`src/rtl/servant_arb_pkg.sv`:
```
// ============================================================================
// servant_arb_pkg : shared types and helpers for the servant RAM arbiter
// Rev 1.0
// ============================================================================
`default_nettype none

package servant_arb_pkg;

    typedef enum logic [0:0] {
        ARB_IDLE = 1'b0,
        ARB_BUSY = 1'b1
    } arb_state_t;

    // Width of a master index; never below one bit.
    function automatic int idx_w(input int n);
        return (n > 1) ? $clog2(n) : 1;
    endfunction

endpackage

`default_nettype wire

```
`src/rtl/servant_rr_pick.sv`:
```
// ============================================================================
// servant_rr_pick : combinational rotate-priority encoder, search starts at last+1
// Rev 1.0
// ============================================================================
`default_nettype none

module servant_rr_pick
    import servant_arb_pkg::*;
#(
    parameter int CORE_COUNT = 3
) (
    input  logic [CORE_COUNT-1:0]         req,
    input  logic [idx_w(CORE_COUNT)-1:0]  last,
    output logic [idx_w(CORE_COUNT)-1:0]  gnt_idx,
    output logic                          gnt_valid
);

    localparam int IW = idx_w(CORE_COUNT);

    always_comb begin
        int cand;
        cand      = 0;
        gnt_idx   = '0;
        gnt_valid = 1'b0;
        // The previous winner is visited last, giving it the lowest priority.
        for (int i = 1; i <= CORE_COUNT; i++) begin
            cand = int'(last) + i;
            if (cand >= CORE_COUNT) begin
                cand = cand - CORE_COUNT;
            end
            if (!gnt_valid && req[IW'(cand)]) begin
                gnt_valid = 1'b1;
                gnt_idx   = IW'(cand);
            end
        end
    end

endmodule

`default_nettype wire

```
`src/rtl/servant_wb_arbiter.sv`:
```
// ============================================================================
// servant_wb_arbiter : round-robin cyc-only Wishbone arbiter for the servant RAM
// Optional watchdog release enabled by defining SERVANT_ARB_TIMEOUT_EN.
// Rev 1.0
// ============================================================================
`default_nettype none

module servant_wb_arbiter
    import servant_arb_pkg::*;
#(
    parameter int CORE_COUNT     = 3,
    parameter int AW             = 32,
    parameter int TIMEOUT_CYCLES = 255
) (
    input  logic                     wb_clk,
    input  logic                     wb_rst,
    input  logic [CORE_COUNT*AW-1:0] i_m_adr,
    input  logic [CORE_COUNT*32-1:0] i_m_dat,
    input  logic [CORE_COUNT*4-1:0]  i_m_sel,
    input  logic [CORE_COUNT-1:0]    i_m_we,
    input  logic [CORE_COUNT-1:0]    i_m_cyc,
    output logic [31:0]              o_m_rdt,
    output logic [CORE_COUNT-1:0]    o_m_ack,
    output logic [AW-1:0]            o_s_adr,
    output logic [31:0]              o_s_dat,
    output logic [3:0]               o_s_sel,
    output logic                     o_s_we,
    output logic                     o_s_cyc,
    input  logic [31:0]              i_s_rdt,
    input  logic                     i_s_ack,
    output logic                     o_timeout
);

    localparam int IW = idx_w(CORE_COUNT);

    if (CORE_COUNT < 2 || TIMEOUT_CYCLES < 1) begin : g_param_check
        $error("servant_wb_arbiter: CORE_COUNT must be >= 2 and TIMEOUT_CYCLES >= 1");
    end

    arb_state_t    r_state;
    arb_state_t    w_state_nxt;
    logic [IW-1:0] r_grant;
    logic [IW-1:0] w_grant_nxt;
    logic [IW-1:0] r_last;
    logic [IW-1:0] w_last_nxt;
    logic [IW-1:0] w_pick_idx;
    logic          w_pick_valid;
    logic          w_gnt_cyc;
    logic          w_ack_fire;
    logic          w_expire;
    logic [AW-1:0] w_adr_mux;
    logic [31:0]   w_dat_mux;
    logic [3:0]    w_sel_mux;
    logic          w_we_mux;

    servant_rr_pick #(
        .CORE_COUNT (CORE_COUNT)
    ) u_pick (
        .req       (i_m_cyc),
        .last      (r_last),
        .gnt_idx   (w_pick_idx),
        .gnt_valid (w_pick_valid)
    );

    always_comb begin
        w_gnt_cyc = 1'b0;
        w_adr_mux = '0;
        w_dat_mux = '0;
        w_sel_mux = '0;
        w_we_mux  = 1'b0;
        for (int k = 0; k < CORE_COUNT; k++) begin
            if (r_grant == IW'(k)) begin
                w_gnt_cyc = i_m_cyc[k];
                w_adr_mux = i_m_adr[k*AW +: AW];
                w_dat_mux = i_m_dat[k*32 +: 32];
                w_sel_mux = i_m_sel[k*4 +: 4];
                w_we_mux  = i_m_we[k];
            end
        end
    end

`ifdef SERVANT_ARB_TIMEOUT_EN
    localparam int CW = $clog2(TIMEOUT_CYCLES + 1);

    logic [CW-1:0] r_busy_cnt;
    logic          r_timeout;

    // Counter is zero on the first BUSY cycle, so expiry lands on BUSY cycle TIMEOUT_CYCLES.
    always_ff @(posedge wb_clk or posedge wb_rst) begin
        if (wb_rst) begin
            r_busy_cnt <= '0;
            r_timeout  <= 1'b0;
        end else begin
            if (r_state == ARB_IDLE) begin
                r_busy_cnt <= '0;
            end else begin
                r_busy_cnt <= r_busy_cnt + CW'(1);
            end
            if (w_expire) begin
                r_timeout <= 1'b1;
            end
        end
    end

    assign w_expire  = (r_state == ARB_BUSY) && w_gnt_cyc && !i_s_ack &&
                       (r_busy_cnt == CW'(TIMEOUT_CYCLES - 1));
    assign o_timeout = r_timeout;
`else
    assign w_expire  = 1'b0;
    assign o_timeout = 1'b0;
`endif

    always_ff @(posedge wb_clk or posedge wb_rst) begin
        if (wb_rst) begin
            r_state <= ARB_IDLE;
            r_grant <= '0;
            r_last  <= IW'(CORE_COUNT - 1);
        end else begin
            r_state <= w_state_nxt;
            r_grant <= w_grant_nxt;
            r_last  <= w_last_nxt;
        end
    end

    always_comb begin
        w_state_nxt = r_state;
        w_grant_nxt = r_grant;
        w_last_nxt  = r_last;
        w_ack_fire  = 1'b0;
        o_s_cyc     = 1'b0;
        o_s_adr     = '0;
        o_s_dat     = '0;
        o_s_sel     = '0;
        o_s_we      = 1'b0;
        o_m_rdt     = i_s_rdt;
        case (r_state)
            ARB_IDLE: begin
                if (w_pick_valid) begin
                    w_state_nxt = ARB_BUSY;
                    w_grant_nxt = w_pick_idx;
                    w_last_nxt  = w_pick_idx;
                end
            end
            ARB_BUSY: begin
                o_s_cyc    = w_gnt_cyc;
                o_s_adr    = w_adr_mux;
                o_s_dat    = w_dat_mux;
                o_s_sel    = w_sel_mux;
                o_s_we     = w_we_mux;
                // An ack against a dropped request belongs to nobody and is discarded.
                w_ack_fire = w_gnt_cyc && i_s_ack;
                if (w_expire) begin
                    o_m_rdt = '0;
                end
                if (!w_gnt_cyc || w_ack_fire || w_expire) begin
                    w_state_nxt = ARB_IDLE;
                end
            end
            default: begin
                w_state_nxt = ARB_IDLE;
            end
        endcase
    end

    for (genvar k = 0; k < CORE_COUNT; k++) begin : g_ack
        assign o_m_ack[k] = (w_ack_fire || w_expire) && (r_grant == IW'(k));
    end

endmodule

`default_nettype wire

```
`config.mk`:
```
export PLATFORM = sky130hd
export DESIGN_NAME = servant_wb_arbiter
export DESIGN_NICKNAME = d
export VERILOG_FILES = /design/src/rtl/servant_arb_pkg.sv /design/src/rtl/servant_rr_pick.sv /design/src/rtl/servant_wb_arbiter.sv
export SDC_FILE = /design/constraint.sdc
export NUM_CORES = 1
export LEC_CHECK = 0
export BUFFER_PORTS_ARGS = -buffer_cell sky130_fd_sc_hd__buf_4
export CAP_MARGIN = 40
export CORE_AREA = 2 2 135 137
export DETAILED_ROUTE_END_ITERATION = 8
export DIE_AREA = 0 0 137 139
export SKIP_CTS_REPAIR_TIMING = 1
export SYNTH_ARGS = -nofsm -noshare
export SYNTH_HDL_FRONTEND = slang
export SYNTH_SLANG_ARGS = --single-unit
export TNS_END_PERCENT = 100
```
`constraint.sdc`:
```
create_clock -name wb_clk -period 1.7 [get_ports wb_clk]
set_clock_uncertainty 0.1 [all_clocks]
set_input_delay 0.085 -clock wb_clk [delete_from_list [all_inputs] [get_ports wb_clk]]
set_output_delay 0.085 -clock wb_clk [all_outputs]
set_load 0.03 [all_outputs]
```
== After elaboration in Yosys (flattened, before gate mapping) ==
Cells that the tools add are included.

* Register bits: 5
* Input port bits: 245
* Output and inout port bits: 106

* Add/sub/neg operators: 6
* Magnitude comparators: 6
* Eq/ne operators: 2
* Multiplexer cells: 42
* Bitwise logic cells: 1
* Reduce and logical (&&, ||, !) cells: 12

{| class="wikitable"
|+ Operators with widths
! operator !! number
|-
| $mux W32 || 8
|-
| $mux W1 || 20
|-
| $mux W4 || 4
|-
| $lt A2 B4 Y1 const B || 3
|-
| $mux W2 || 6
|-
| $ge A3 B2 Y1 const B || 3
|-
| $add A2 B2 Y3 const B || 2
|-
| $bmux W1 S2 || 3
|-
| $logic_and A1 B1 Y1 || 6
|-
| $sub A2 B1 Y2 const B || 3
|-
| $add A2 B1 Y3 const B || 1
|-
| $logic_not A1 Y1 || 3
|-
| $eq A2 B1 Y1 const B || 1
|-
| $eq A2 B2 Y1 const B || 1
|-
| $logic_not A2 Y1 || 1
|-
| $pmux W1 S2 || 1
|-
| $reduce_and A2 Y1 || 1
|-
| $logic_or A1 B1 Y1 || 1
|-
| $not A1 Y1 || 1
|}

== Logic depth before layout (Yosys ltp) ==
Gate-level depths: netlist (run 1).

* Depth after elaboration: 15
* Depth in mapped cells: 8
* Depth with buffers taken out: 6

== Hierarchy ==
From an unflattened synthesis (run 1), not the netlist that was laid out.

* Cells, all modules: 389
* Area total of the unflattened synthesis: 2706.3 um^2

{| class="wikitable"
|+ Modules (own cells, without submodules)
! module !! instances !! cells each !! area each (um^2) !! sequential area each (um^2)
|-
| servant_wb_arbiter || 1 || 367 || 2553.7 || 101.3
|-
| servant_rr_pick || 1 || 22 || 152.6 || 0.0
|}

== Least setup slack after synthesis (run 1) ==
Ideal clock, no wire load.

* Path kind: register to register
* Start: reg r_grant[0] (netlist name)
* End: reg r_grant[1]
* Arrival time: 1.635 ns
* Data required time: 1.462 ns
* Path slack: -0.173 ns
* Cell stages (with the launch flop): 8
* Path buffers: 2
* Cell sequence: dfrtp_1 buf_6 buf_6 inv_2 ha_1 and3_1 a221oi_2 o22ai_1

{| class="wikitable"
|+ RTL lines
! what !! RTL line !! RTL
|-
| end signal, assigned || servant_wb_arbiter.sv:120 || <nowiki>r_grant <= w_grant_nxt;</nowiki>
|-
| end, declared || servant_wb_arbiter.sv:42 || <nowiki>logic [IW-1:0] r_grant;</nowiki>
|}

== Final worst setup path (run 1) ==
* Start: reg r_grant[0]
* End: out o_s_adr[22]

* Cells in the longest elaborated chain, start to end: 5
* Elaborated cells on any way between the ends: 7

{| class="wikitable"
|+ Ends and longest elaborated chain
! what !! RTL line !! RTL
|-
| $logic_not A2 Y1 || servant_wb_arbiter.sv:72 || <nowiki>if (r_grant == IW'(k)) begin</nowiki>
|-
| $mux W32 (2 in series) || servant_wb_arbiter.sv:72 ||
|-
| $mux W32 * || servant_wb_arbiter.sv:72 ||
|-
| $mux W32 * || servant_wb_arbiter.sv:136 || <nowiki>case (r_state)</nowiki>
|-
| end, declared || servant_wb_arbiter.sv:24 || <nowiki>output logic [AW-1:0] o_s_adr,</nowiki>
|}

Mark *: on every way between the ends. The rest lies on a longest branch, timed or not.

==> results of run 1 <==
worst register-to-register path: cells and delay by family, from the launching register on:
| family | cells | cell delay, ns |
|---|---|---|
| compound gates | 3 | 0.62 |
| fa+ha+maj | 1 | 0.16 |
| buf+inv | 3 | 0.29 |
| flops | 1 | 0.51 |
layout make-up:
cell class              count  area share
flip-flops and latches      4      0.0200
multi-input cells         313       0.409
clock buffers               4      0.0143
repair buffers            325       0.498
inverters                   8     0.00592
well taps                 229      0.0522
through the flow:
stage / cell area [um^2] / TNS [ns] / power [W] / worst slack, ns
finish: 5490 / -9.26 / 0.00924 / -0.255
CTS: 5050 / -11.60 / 0.00829 / -0.252
floorplan: 2760 / -0.471 / 0.00551 / -0.117
global placement: 4970 / -0.307 / 0.00786 / -0.0880
global route: 5490 / -14.52 / 0.00981 / -0.319
detailed placement: 4970 / -0.479 / 0.00789 / -0.117
layout by cell type (no fill, tap or decap), drive strengths merged:
cell	count
nand2b	3
and2	70
ha	3
a22o	1
a221oi	2
or3b	1
o21ai	7
nand4	1
dlygate4sd3	1
and3	2
a21o	1
a211oi	1
nor3	3
dfrtp	3
nand2	73
dfstp	1
a31oi	1
o22a	1
o22ai	67
a21oi	2
nand3	1
clkbuf	6
o221ai	1
buf	322
nor2b	1
inv	8
conb	1
mux2i	70
registers in the layout, summed over array words and instances, names as in the netlist:
name and cells:
r_last 1, r_state 1, r_grant 2
cell families (layout without fill, tap and decap cells):
logic type / Yosys count / after routing / share of synthesized area
AO/OA/AOI/OAI: 84 / 84 / 0.202
adder cells (fa/ha/maj): 3 / 3 / 0.0138
buffers and inverters: 80 / 337 / 0.197
flip-flops: 4 / 4 / 0.0372
multiplexers: 70 / 70 / 0.257
other: 1 / 1 / 0.00138
AND/OR/NAND/NOR: 155 / 155 / 0.291
worst max path at each step:
stage                        endpoint  slack, ns                    from  cells past startpoint
3_3_place_gp        r_state$_DFF_PP0_      -0.09   r_last[1]$_DFFE_PP1P_                      6
6_report                  o_s_adr[22]      -0.25  r_grant[0]$_DFFE_PP0P_                      7
4_1_cts                    o_s_dat[3]      -0.25  r_grant[0]$_DFFE_PP0P_                      6
5_1_grt                   o_s_adr[22]      -0.32  r_grant[0]$_DFFE_PP0P_                      7
2_1_floorplan              o_m_ack[0]      -0.12  r_grant[0]$_DFFE_PP0P_                      5
3_5_place_dp   r_grant[1]$_DFFE_PP0P_      -0.12   r_last[1]$_DFFE_PP1P_                      6
report_power, final:
group / switching (W) / leakage, nW / internal [W]
combinational: 0.00452 / 2.53 / 0.00401
sequential: 0.000159 / 0.0437 / 0.000171
clock: 0.0000648 / 0.0382 / 0.000310
per-layer routing:
metal	GRT usage	wire length [um]	vias up
met5	0	0	-
met4	0.0239	186	0
met3	0.0201	1020	20
met2	0.205	6410	154
met1	0.122	4810	1678
li1	-	-	1870
==> key figures, run 1 <==
Routing
  – Vias per cell: 4.22
  – Wire length per cell: 14.1 um
  – DRC: 0
  – ANT nets after route: 0
  – Routed wire length: 12400 um
  – Vias: 3722
  – Initial DRC count: 106
  – Pre-antenna DRT Iters: 4

Synth
  – Syn Inst Count: 397
  – Most frequent cell after synthesis: nand2_1
  – Commonest cells in the netlist: nand2_1, and2_1, mux2i_1
  – Post-synth EDFFs: 0
  – Top FF cell, synth: dfrtp_1
  – Top post-synthesis cells by area: mux2i_1, and2_1, o22ai_1, buf_4, nand2_1
  – Synth area leader: mux2i_1
  – Synthesized Nets: 645
  – Yosys top cell area share: 0.257
  – Sequential share of the synthesized area: 0.0372
  – Post-Syn Area: 2720 um^2
  – Synth unique cells: 34
  – Synth Warn #: 0
  – Asr flop ratio synth: 1.00
  – Register bit total from synthesis: 4
  – Syn_area_per_cell: 6.86 um^2

Die
  – Core area: 17700 um^2
  – Die area: 19000 um^2
  – Starting Density: 0.154
  – Die height: 139 um
  – Die Wd: 137 um
  – IO Count: 351
  – # rows: 49

Hold path
  – HP Class: input port to flip-flop
  – Cells on Worst Hold Path: 3
  – Hold EP: r_state$_DFF_PP0_
  – Hold_sp: i_s_ack

STA
  – Setup ws final: -0.255 ns
  – Post-layout minimum cycle time: 1.95 ns
  – Final hold vios: 0
  – Hold Slack: 0.0561 ns
  – FMAX: 512 MHz
  – Final period utilization: 1.15
  – RSZ-0062 raised after global routing: yes
  – Setup violators final: 74
  – Pins Over Slew Limit: 0

Setup path
  – CP Capture Type: output pin
  – Top cell family by delay on the critical path: buffers and inverters
  – Worst Setup Start Kind: flip-flop
  – Critical path, cell by cell: buf_12 -> buf_8 -> buf_6 -> mux2i_2 -> o22ai_1 -> and2_1 -> buf_6
  – Required time worst endpoint: 1.51 ns
  – WP buf/inv: 4
  – Arr. time, crit path: 1.77 ns
  – Most frequent CP cell: buf_6
  – CP peak stage delay: 0.51 ns
  – Crit Path Max Fanout: 8
  – R2R depth: 7
  – RR Startpoint: r_grant[0]$_DFFE_PP0P_
  – Crit Path Class: flip-flop to output pin
  – CP max-delay cell: dfrtp_4
  – Critical R2R Capture: r_grant[1]$_DFFE_PP0P_
  – Reg2Reg Setup Slack: -0.11 ns

Power and ir drop
  – Lkg Pwr: 2.62 nW
  – Pwr dens: 1680 nW/um^2
  – Worst vdd ir: 0.884 mV

Clock tree
  – H-tree levels: 1
  – Clk buf depth: 2
  – Clock slew at reported path FFs: 0.03 ns
  – Clk_lat worst skew: 0.22 ns
  – Num CTS Buffers: 3
  – # clock sinks: 4
  – CTS tree: done
  – CTS root buf: clkbuf_16

Place
  – Detailed-placement wirelength estimate: 9490 um
  – Final GP Congestion: 0.805
  – # port buffers: 285
  – Post-placement cell count: 865

Layout
  – Filler Cell Count: 1955
  – Register Area: 110 um^2
  – # diodes: 0
  – Multi-input gate area: 2250 um^2
  – Non-Filler Instances: 883
  – Final nets: 903
  – Area delta synth->final: 102%
  – Core Util, Final: 0.311
  – Layout cell share with drive strength beyond 1: 0.557

Run
  – Max cap viols: 0

Global route
  – Largest net degree at the start of global routing: 59
  – Total global-route track usage: 0.108
  – Antenna violations before repair: 0
  – Total grt overflow: 0
  – First-pass GRT wire length: 16800 um
  – Via count of the first global-routing pass: 3368

Outcome
  – Status: complete, but fails checks
  – Failing checks: setup timing
(Power assumes the default switching activity.)
==> run 2: changes to the inputs <==
--- a/config.mk
+++ b/config.mk
@@ -10,8 +10,10 @@
 export CORE_AREA = 2 2 135 137
 export DETAILED_ROUTE_END_ITERATION = 8
 export DIE_AREA = 0 0 137 139
+export GPL_TIMING_DRIVEN = 0
 export SKIP_CTS_REPAIR_TIMING = 1
 export SYNTH_ARGS = -nofsm -noshare
 export SYNTH_HDL_FRONTEND = slang
+export SYNTH_HIERARCHICAL = 1
 export SYNTH_SLANG_ARGS = --single-unit
 export TNS_END_PERCENT = 100
==> key figures, run 2 <==
STA
  – Final period utilization: 1.19 (+0.0414)
  – FMAX: 494 MHz (-3.5%)
  – RSZ-0062 raised after global routing: yes
  – Setup ws final: -0.325 ns (-0.0704 ns)
  – Post-layout minimum cycle time: 2.03 ns (+0.0704 ns)
  – Final hold vios: 0 (unchanged)
  – Pins Over Slew Limit: 0 (unchanged)
  – Setup violators final: 74 (unchanged)
  – Post-route setup TNS: -11.09 ns (-1.83 ns)

Layout
  – Core Util, Final: 0.397 (+0.0858)
  – Largest register FFs: 2 (unchanged)
  – Filler Cell Count: 1799 (-8.0%)
  – Reg with most FFs: r_grant
  – Most common cell after layout, fill and taps aside: buf_4
  – Area delta synth->final: 159%
  – Final nets: 994 (+10%)
  – Top flop regs: r_grant (2), r_last (1), r_state (1)
  – Register Area: 105 um^2 (-4.5%)
  – Most frequent cells in the layout: buf_4, nand2_1, mux2_2
  – # diodes: 0 (unchanged)
  – Multi-input gate area: 2750 um^2 (+22%)
  – Layout cell share with drive strength beyond 1: 0.834 (+0.277)

Synth
  – Synthesized Nets: 637 (-1.2%)
  – Syn Inst Count: 389 (-2.0%)
  – Synth unique cells: 32 (-5.9%)
  – Register bit total from synthesis: 4 (unchanged)
  – Synth Warn #: 6 (+6)
  – Top FF cell, synth: dfrtp_1
  – Yosys top cell area share: 0.291 (+0.0339)
  – Syn_area_per_cell: 6.96 um^2 (+1.4%)
  – Top post-synthesis cells by area: mux2_2, nand2_1, a21boi_0, buf_4, a21boi_2
  – Post-synth EDFFs: 0 (unchanged)
  – Most frequent cell after synthesis: nand2_1
  – Synth area leader: mux2_2
  – Commonest cells in the netlist: nand2_1, mux2_2, a21boi_0
  – Sequential share of the synthesized area: 0.0374 (+0.000224)
  – Asr flop ratio synth: 1.00 (unchanged)
  – Post-Syn Area: 2710 um^2 (-0.60%)

Die
  – Starting Density: 0.153 (-0.000921)
  – IO Count: 351 (unchanged)
  – Die area: 19000 um^2 (unchanged)
  – # rows: 49 (unchanged)
  – Die Wd: 137 um (unchanged)
  – Core area: 17700 um^2 (unchanged)
  – Die height: 139 um (unchanged)

Clock tree
  – CTS root buf: clkbuf_16
  – # clock sinks: 4 (unchanged)
  – CTS tree: done
  – Clock slew at reported path FFs: 0.03 ns (about the same)
  – H-tree levels: 1 (unchanged)
  – Clk_lat worst skew: 0.23 ns (about the same)
  – Clk buf depth: 2 (unchanged)
  – Num CTS Buffers: 3 (unchanged)

Setup path
  – WP buf/inv: 2 (-2)
  – Required time worst endpoint: 1.71 ns (+0.20 ns)
  – Critical path, cell by cell: inv_2 -> ha_4 -> inv_4 -> o311ai_4 -> o211ai_1 -> nand2b_1 -> mux2_4
  – Arr. time, crit path: 2.03 ns (+0.26 ns)
  – CP Capture Type: flip-flop
  – Top cell family by delay on the critical path: flip-flops
  – CP max-delay cell: dfstp_2
  – Crit Path Max Fanout: 5 (-3)
  – CP peak stage delay: 0.54 ns (+0.03 ns)
  – Crit Path Class: flip-flop to flip-flop
  – Worst Setup Start Kind: flip-flop

Routing
  – Wire length per cell: 15.7 um (+12%)
  – Routed wire length: 15300 um (+23%)
  – Vias: 4075 (+9.5%)
  – Pre-antenna DRT Iters: 4 (unchanged)
  – ANT nets after route: 0 (unchanged)
  – DRC: 0 (unchanged)
  – Initial DRC count: 105 (-0.94%)
  – Vias per cell: 4.18 (-0.74%)

Outcome
  – Status: complete, but fails checks
  – Failing checks: setup timing

Power and ir drop
  – Switch share: 0.485 (-0.0286)
  – Sequential share of power: 0.026 (-0.010)
  – Worst vdd ir: 0.828 mV (-6.4%)
  – Pwr dens: 1520 nW/um^2 (-9.4%)
  – Combinational Power Share: 0.938 (+0.014)
  – Lkg Pwr: 3.50 nW (+34%)
  – Clk pwr share: 0.036 (-0.005)
  – Pint: 0.00549 W (+22%)
  – Net load switching power: 0.00518 W (+9.1%)

Global route
  – Antenna violations before repair: 0 (unchanged)
  – First-pass GRT wire length: 19600 um (+17%)
  – Total grt overflow: 0 (unchanged)
  – Total global-route track usage: 0.130 (+0.0219)
  – Largest net degree at the start of global routing: 12 (-80%)
  – Via count of the first global-routing pass: 3827 (+14%)

Run
  – Max cap viols: 0 (unchanged)

Place
  – Pre-CTS setup slack: -0.352 ns (-0.234 ns)
  – # port buffers: 317 (+11%)
  – Final GP Congestion: 0.809 (+0.48%)
  – Detailed-placement wirelength estimate: 11300 um (+19%)

Hold path
  – HP Class: input port to flip-flop
## run 2: changes by cell type in the layout (fill, tap and decap cells not counted), moves of 18 or more
| cell | previous run | this run |
|---|---|---|
| and2_1 | 66 | 0 |
| mux2_2 | 0 | 66 |
| o22ai_1 | 65 | 0 |
| mux2i_1 | 64 | 0 |
| a21boi_2 | 0 | 51 |
| buf_4 | 272 | 310 |
| nand2_4 | 0 | 38 |
| nand2_2 | 4 | 31 |
| buf_6 | 42 | 60 |
## run 2: through the flow
stage               total power (W)  hold slack (ns)  instances  cell area, um^2
floorplan                   0.00490           -0.250        389             2730
global placement            0.00735          -0.0969        935             5390
detailed placement          0.00736          -0.0942        935             5390
CTS                         0.00777           -0.332        939             5470
global route                 0.0112            0.206        974             7010
finish                       0.0107            0.173        974             7010
## run 2: power by group through the flow
stage	logic (W)	registers, W	clock network [W]
after global routing	0.0105	0.000293	0.000398
after global placement	0.00715	0.000202	0
final	0.0100	0.000281	0.000384
after detailed placement	0.00716	0.000202	0
after CTS	0.00718	0.000202	0.000388
after floorplan	0.00471	0.000188	0
## run 2: cells by family (layout without fill, tap and decap cells)
logic type / Yosys count / count (layout) / share of synthesized area
AND/OR/NAND/NOR: 160 / 160 / 0.234
multiplexers: 70 / 70 / 0.291
other: 1 / 1 / 0.00139
buffers and inverters: 70 / 426 / 0.185
flip-flops: 4 / 4 / 0.0374
AO/OA/AOI/OAI: 81 / 81 / 0.237
adder cells (fa/ha/maj): 3 / 3 / 0.0139
## run 2: final timing paths
path,startpoint,to,slack (ns),cells after the start
worst max-delay path,r_last[1]$_DFFE_PP1P_,r_grant[0]$_DFFE_PP0P_,-0.33,7
worst min-delay path,i_m_cyc[2],r_last[1]$_DFFE_PP1P_,0.17,4
worst max register to register,r_last[1]$_DFFE_PP1P_,r_grant[0]$_DFFE_PP0P_,-0.33,7
worst min register to register,r_last[1]$_DFFE_PP1P_,r_last[1]$_DFFE_PP1P_,0.37,2
max in group asynchronous,wb_rst,r_last[1]$_DFFE_PP1P_,1.05,3
min in group asynchronous,wb_rst,r_grant[0]$_DFFE_PP0P_,0.23,3
## run 2: cell type report
type,count,share of cell area
tap,229,0.0409
timing repair buffer,353,0.448
clock buffer,4,0.0112
sequential,4,0.0150
multi-input combinational,315,0.392
inverter,6,0.00464
buffer,63,0.0882
## run 2: layer usage
metal / part of all wire / global-route usage
met2: 0.54 / 0.247
met4: 0.014 / 0.0288
met5: 0 / 0
met1: 0.38 / 0.149
met3: 0.072 / 0.0201
## run 2: worst min-delay path: stages
cell and delay [ns]:
buf_4 0.13, o311a_1 0.11, nand3b_1 0.10, nand2_1 0.06
